--- src/rtl/cpu_defs.sv ---
// Shared definitions for the ten-bit pipelined CPU.
// Widths, special encodings and fetch-action codes.
package cpu_defs;

    localparam int ADDR_W  = 10;
    localparam int INSTR_W = 10;

    localparam logic [9:0] NOP  = 10'b0000000000;
    localparam logic [9:0] HALT = 10'b1111111111;

    typedef enum logic [1:0] {
        ACT_REDIRECT,
        ACT_HOLD,
        ACT_IDLE,
        ACT_FETCH
    } fetch_act_e;

endpackage

--- src/rtl/if_id_register.sv ---
// IF/ID pipeline register: {pc, instruction, valid}.
// Bubble beats load; neither asserted holds the contents.
module if_id_register #(
    parameter int ADDR_W  = 10,
    parameter int INSTR_W = 10
) (
    input  logic               clock,
    input  logic               reset,
    input  logic               load,
    input  logic               bubble,
    input  logic [ADDR_W-1:0]  pc_in,
    input  logic [INSTR_W-1:0] instr_in,
    output logic [ADDR_W-1:0]  pc,
    output logic [INSTR_W-1:0] instruction,
    output logic               valid
);
    import cpu_defs::*;

    // Capture, squash or hold the slot; reset leaves a bubble
    always_ff @(posedge clock or posedge reset) begin
        if (reset) begin
            pc          <= '0;
            instruction <= INSTR_W'(NOP);
            valid       <= 1'b0;
        end else if (bubble) begin
            pc          <= '0;
            instruction <= INSTR_W'(NOP);
            valid       <= 1'b0;
        end else if (load) begin
            pc          <= pc_in;
            instruction <= instr_in;
            valid       <= 1'b1;
        end
    end

endmodule

--- src/rtl/fetch_stage.sv ---
// Instruction-fetch stage: PC, next-PC select, halt flag,
// saturating fetch counter and the IF/ID register.
module fetch_stage #(
    parameter int                ADDR_W   = 10,
    parameter int                INSTR_W  = 10,
    parameter logic [ADDR_W-1:0] RESET_PC = '0
) (
    input  logic               clock,
    input  logic               reset,
    input  logic               stall,
    input  logic               branch_taken,
    input  logic [ADDR_W-1:0]  branch_target,
    output logic [ADDR_W-1:0]  im_address,
    input  logic [INSTR_W-1:0] im_instruction,
    output logic [ADDR_W-1:0]  if_id_pc,
    output logic [INSTR_W-1:0] if_id_instruction,
    output logic               if_id_valid,
    output logic               halted,
    output logic [15:0]        fetch_count
);
    import cpu_defs::*;

    logic [ADDR_W-1:0] pc;
    logic [ADDR_W-1:0] pc_next;
    logic              halted_next;
    logic              is_halt;
    logic              ifid_load;
    logic              ifid_bubble;
    fetch_act_e        act;

    assign im_address = pc;
    assign is_halt    = (im_instruction == INSTR_W'(HALT));

    // Pick this edge's action: redirect > hold > idle > fetch
    always_comb begin
        act = ACT_FETCH;
        if (branch_taken) act = ACT_REDIRECT;
        else if (stall)   act = ACT_HOLD;
        else if (halted)  act = ACT_IDLE;
    end

    // Next PC, next halt flag and IF/ID control per action
    always_comb begin
        pc_next     = pc;
        halted_next = halted;
        ifid_load   = 1'b0;
        ifid_bubble = 1'b0;
        unique case (act)
            ACT_REDIRECT: begin
                pc_next     = branch_target;
                halted_next = 1'b0;
                ifid_bubble = 1'b1;
            end
            ACT_HOLD: begin
            end
            ACT_IDLE: begin
                ifid_bubble = 1'b1;
            end
            ACT_FETCH: begin
                ifid_load = 1'b1;
                if (is_halt) halted_next = 1'b1;
                else         pc_next     = pc + 1'b1;
            end
            default: begin
            end
        endcase
    end

    // PC and halt flag registers
    always_ff @(posedge clock or posedge reset) begin
        if (reset) begin
            pc     <= RESET_PC;
            halted <= 1'b0;
        end else begin
            pc     <= pc_next;
            halted <= halted_next;
        end
    end

    // Count valid captures into IF/ID, sticking at all-ones
    always_ff @(posedge clock or posedge reset) begin
        if (reset)
            fetch_count <= '0;
        else if (ifid_load && fetch_count != 16'hFFFF)
            fetch_count <= fetch_count + 16'd1;
    end

    if_id_register #(
        .ADDR_W  (ADDR_W),
        .INSTR_W (INSTR_W)
    ) u_if_id (
        .clock       (clock),
        .reset       (reset),
        .load        (ifid_load),
        .bubble      (ifid_bubble),
        .pc_in       (pc),
        .instr_in    (im_instruction),
        .pc          (if_id_pc),
        .instruction (if_id_instruction),
        .valid       (if_id_valid)
    );

endmodule

--- config.mk ---
export PLATFORM = sky130hd
export DESIGN_NAME = fetch_stage
export DESIGN_NICKNAME = d
export VERILOG_FILES = /design/src/rtl/cpu_defs.sv /design/src/rtl/if_id_register.sv /design/src/rtl/fetch_stage.sv
export SDC_FILE = /design/constraint.sdc
export NUM_CORES = 1
export LEC_CHECK = 0
export CELL_PAD_IN_SITES_DETAIL_PLACEMENT = 0
export CELL_PAD_IN_SITES_GLOBAL_PLACEMENT = 2
export CORE_UTILIZATION = 28
export DETAILED_ROUTE_END_ITERATION = 8
export HOLD_SLACK_MARGIN = 0.08
export PLACE_DENSITY = 0.77
export SLEW_MARGIN = 15
export SYNTH_ARGS = -nofsm -noshare
export SYNTH_HDL_FRONTEND = slang
export SYNTH_SLANG_ARGS = --single-unit
--- constraint.sdc ---
create_clock -name clock -period 2.75 [get_ports clock]
set_clock_uncertainty 0.2 [all_clocks]
set_input_delay 0.275 -clock clock [delete_from_list [all_inputs] [get_ports clock]]
set_output_delay 0.275 -clock clock [all_outputs]
set_load 0.01 [all_outputs]
==> flow_metrics.env <==
export IMPL_avgSynthCellArea_um2=10.9
export IMPL_min_period_ps=2180
export IMPL_path_clk_slew_ps=90
export IMPL_setup_viol=0
export IMPL_grt_first_pass_wirelength_um=9200
export IMPL_ys_types=42
export IMPL_drive_gt1_share_pct=7.47
export IMPL_synth_edf_count=0
export IMPL_critPathRequiredTime_ps=2730
export IMPL_worst_pin_slew_ps=626
export IMPL_fin_nets=307
export IMPL_row_count=32
export IMPL_final_cell_mix="clkdlybuf4s50_1, dfrtp_1, a22o_1, nand2_1, nor2_1"
export IMPL_tns_ps=0
export IMPL_dieArea_um2=8360
export IMPL_hold_slack_ps=242
export IMPL_critPathMaxFanout=6
export IMPL_vias_per_cell=4.89
export IMPL_ys_flop_type="dfrtp_1"
export IMPL_async_reset_ff_share_pct=100
export IMPL_cts_hold_buf=0
export IMPL_ios=72
export IMPL_ys_warnings_count=0
export IMPL_port_buffers=71
export IMPL_p_per_area_nw_per_um2=553
export IMPL_cts_tree="done"
export IMPL_p_leak_nw=1.29
export IMPL_antenna_found_initial=0
export IMPL_clockBufferDepth=2
export IMPL_cts_htree_levels=2
export IMPL_cts_root_buffer="clkbuf_8"
export IMPL_critPathCaptureType="register"
export IMPL_critPathArrivalTime_ps=2160
export IMPL_gp_congestion=0.760
export IMPL_grt_max_degree=49
export IMPL_syn_area_um2=2240
export IMPL_worstSkewPairLatency_ps=300
export IMPL_fill_cells=770
export IMPL_detail_route_antenna_nets=0
export IMPL_cts_sinks=48
export IMPL_post_dp_hpwl_um=4010
export IMPL_coreArea_um2=7730
export IMPL_min_period_over_period_pct=79.2
export IMPL_max_slew_margin_rel_pct=58.3
export IMPL_numCtsBuffers=5
export IMPL_cap_violations=0
export IMPL_rsz0062_at_grt="false"
export IMPL_r2r_slack_ps=570
export IMPL_cp_start_kind="register"
export IMPL_synth_seq_cells=48
export IMPL_fmax_mhz=459
export IMPL_synth_nets=232
export IMPL_wirelength_um=5620
export IMPL_routedWlPerCell_um=14.7
export IMPL_grt_pass1_vias=1792
export IMPL_routed_via_count=1873
export IMPL_overflow=0
export IMPL_synth_yosys_seq_area_share_pct=53.6
export IMPL_fin_util_pct=41.1
export IMPL_drc=0
export IMPL_firstDrtPassIters=4
export IMPL_syn_inst=206
export IMPL_final_common_cell="clkdlybuf4s50_1"
export IMPL_power_w=0.00176
export IMPL_initial_core_util_pct=29.0
export IMPL_hold_path_class="in2async"
export IMPL_drtIter0Drc=71
export IMPL_ir_drop_mv=0.191
export IMPL_grt_usage_pct=14.1
export IMPL_critical_path_class="reg2reg"
export IMPL_finalHoldViolations=0
export IMPL_die_x_um=91.5
export IMPL_area_delta_synth_final_pct=41.8
export IMPL_ctsResizeCount=0
export IMPL_maxSlewViolCount=0
export IMPL_postCtsSetupBuffers=0
export IMPL_status="complete, no violations"
export IMPL_die_h_um=91.5
export IMPL_num_antenna_cells=0
## synthesized netlist by cell type (2+ instances only)
cell | instances | area, µm²
o31a_1 | 2 | 17.5
o31ai_1 | 2 | 15.0
dfrtp_1 | 48 | 1200
nand3_1 | 10 | 50.1
or3_1 | 3 | 18.8
o21ai_0 | 4 | 20.0
nand2_1 | 16 | 60.1
inv_1 | 6 | 22.5
and3_1 | 3 | 18.8
xor2_1 | 3 | 26.3
xnor2_1 | 11 | 96.3
mux2_1 | 3 | 33.8
a22o_1 | 17 | 149
o21ai_1 | 8 | 40.0
nor3_1 | 6 | 30.0
clkbuf_1 | 7 | 26.3
nand4_1 | 9 | 56.3
nor2_1 | 14 | 52.6
nor4_1 | 3 | 18.8
and4_1 | 3 | 26.3
or4_1 | 2 | 15.0
a31oi_1 | 5 | 31.3
ha_1 | 2 | 25.0
## per-stage QoR
stage	instances	area [µm²]	worst slack, ps
6_report	383	3180	572
2_1_floorplan	206	2240	599
3_5_place_dp	376	3080	507
4_1_cts	383	3180	567
5_1_grt	383	3180	429
3_3_place_gp	376	3080	529
## final cells by class
class                           count  area (µm²)  area share [%]
Sequential cell                    48        1200            37.8
Inverter                            6        22.5           0.709
Timing Repair Buffer               77         756            23.8
Multi-Input combinational cell    143         975            30.7
Tap cell                          102         128            4.02
Clock buffer                        7        96.3            3.03
## cells by family after synthesis
| group | synth area share [%] |
|---|---|
| AOI/OAI and AO/OA | 17.3 |
| xor gates and xnor gates | 5.47 |
| adders and majority gates | 1.12 |
| buffers and inverters | 2.90 |
| DFF | 53.6 |
| muxes | 2.01 |
| and+or+nand+nor | 17.6 |
## sequential cells by signal (all words and copies together) (netlist names)
register	cells
fetch_count	16
u_if_id.pc	10
im_address	10
halted	1
u_if_id.instruction	10
u_if_id.valid	1
## worst max-delay path, cell delays in order (launching register included)
cell,delay [ps]
dfrtp_1,450
ha_1,280
nand4_2,170
or3_1,470
o21ai_4,160
mux2_1,340
## power breakdown
part           switching, W  internal, W
sequential         0.000113     0.000781
clock              0.000227     0.000224
combinational      0.000173     0.000240
total              0.000513      0.00125
## path summary, 6_finish.rpt
check                            endpoint  cells past startpoint      startpoint
min reg2reg                 u_if_id.pc[4]                      2   u_if_id.pc[4]
max in group asynchronous          halted                      3           reset
min in group clock          u_if_id.pc[4]                      2   u_if_id.pc[4]
max reg2reg                fetch_count[1]                      5  fetch_count[0]
min                         u_if_id.valid                      3           reset
max                        fetch_count[1]                      5  fetch_count[0]
## routing by layer
layer / vias up / part of all wire [%] / track usage (%)
met3: 4 / 5.6 / 4.44
met5: - / 0 / 0
met1: 891 / 49 / 19.2
met2: 62 / 45 / 21.3
met4: 0 / 0.78 / 4.23
li1: 916 / - / -
No activity file was read; power rests on OpenSTA's default activity.
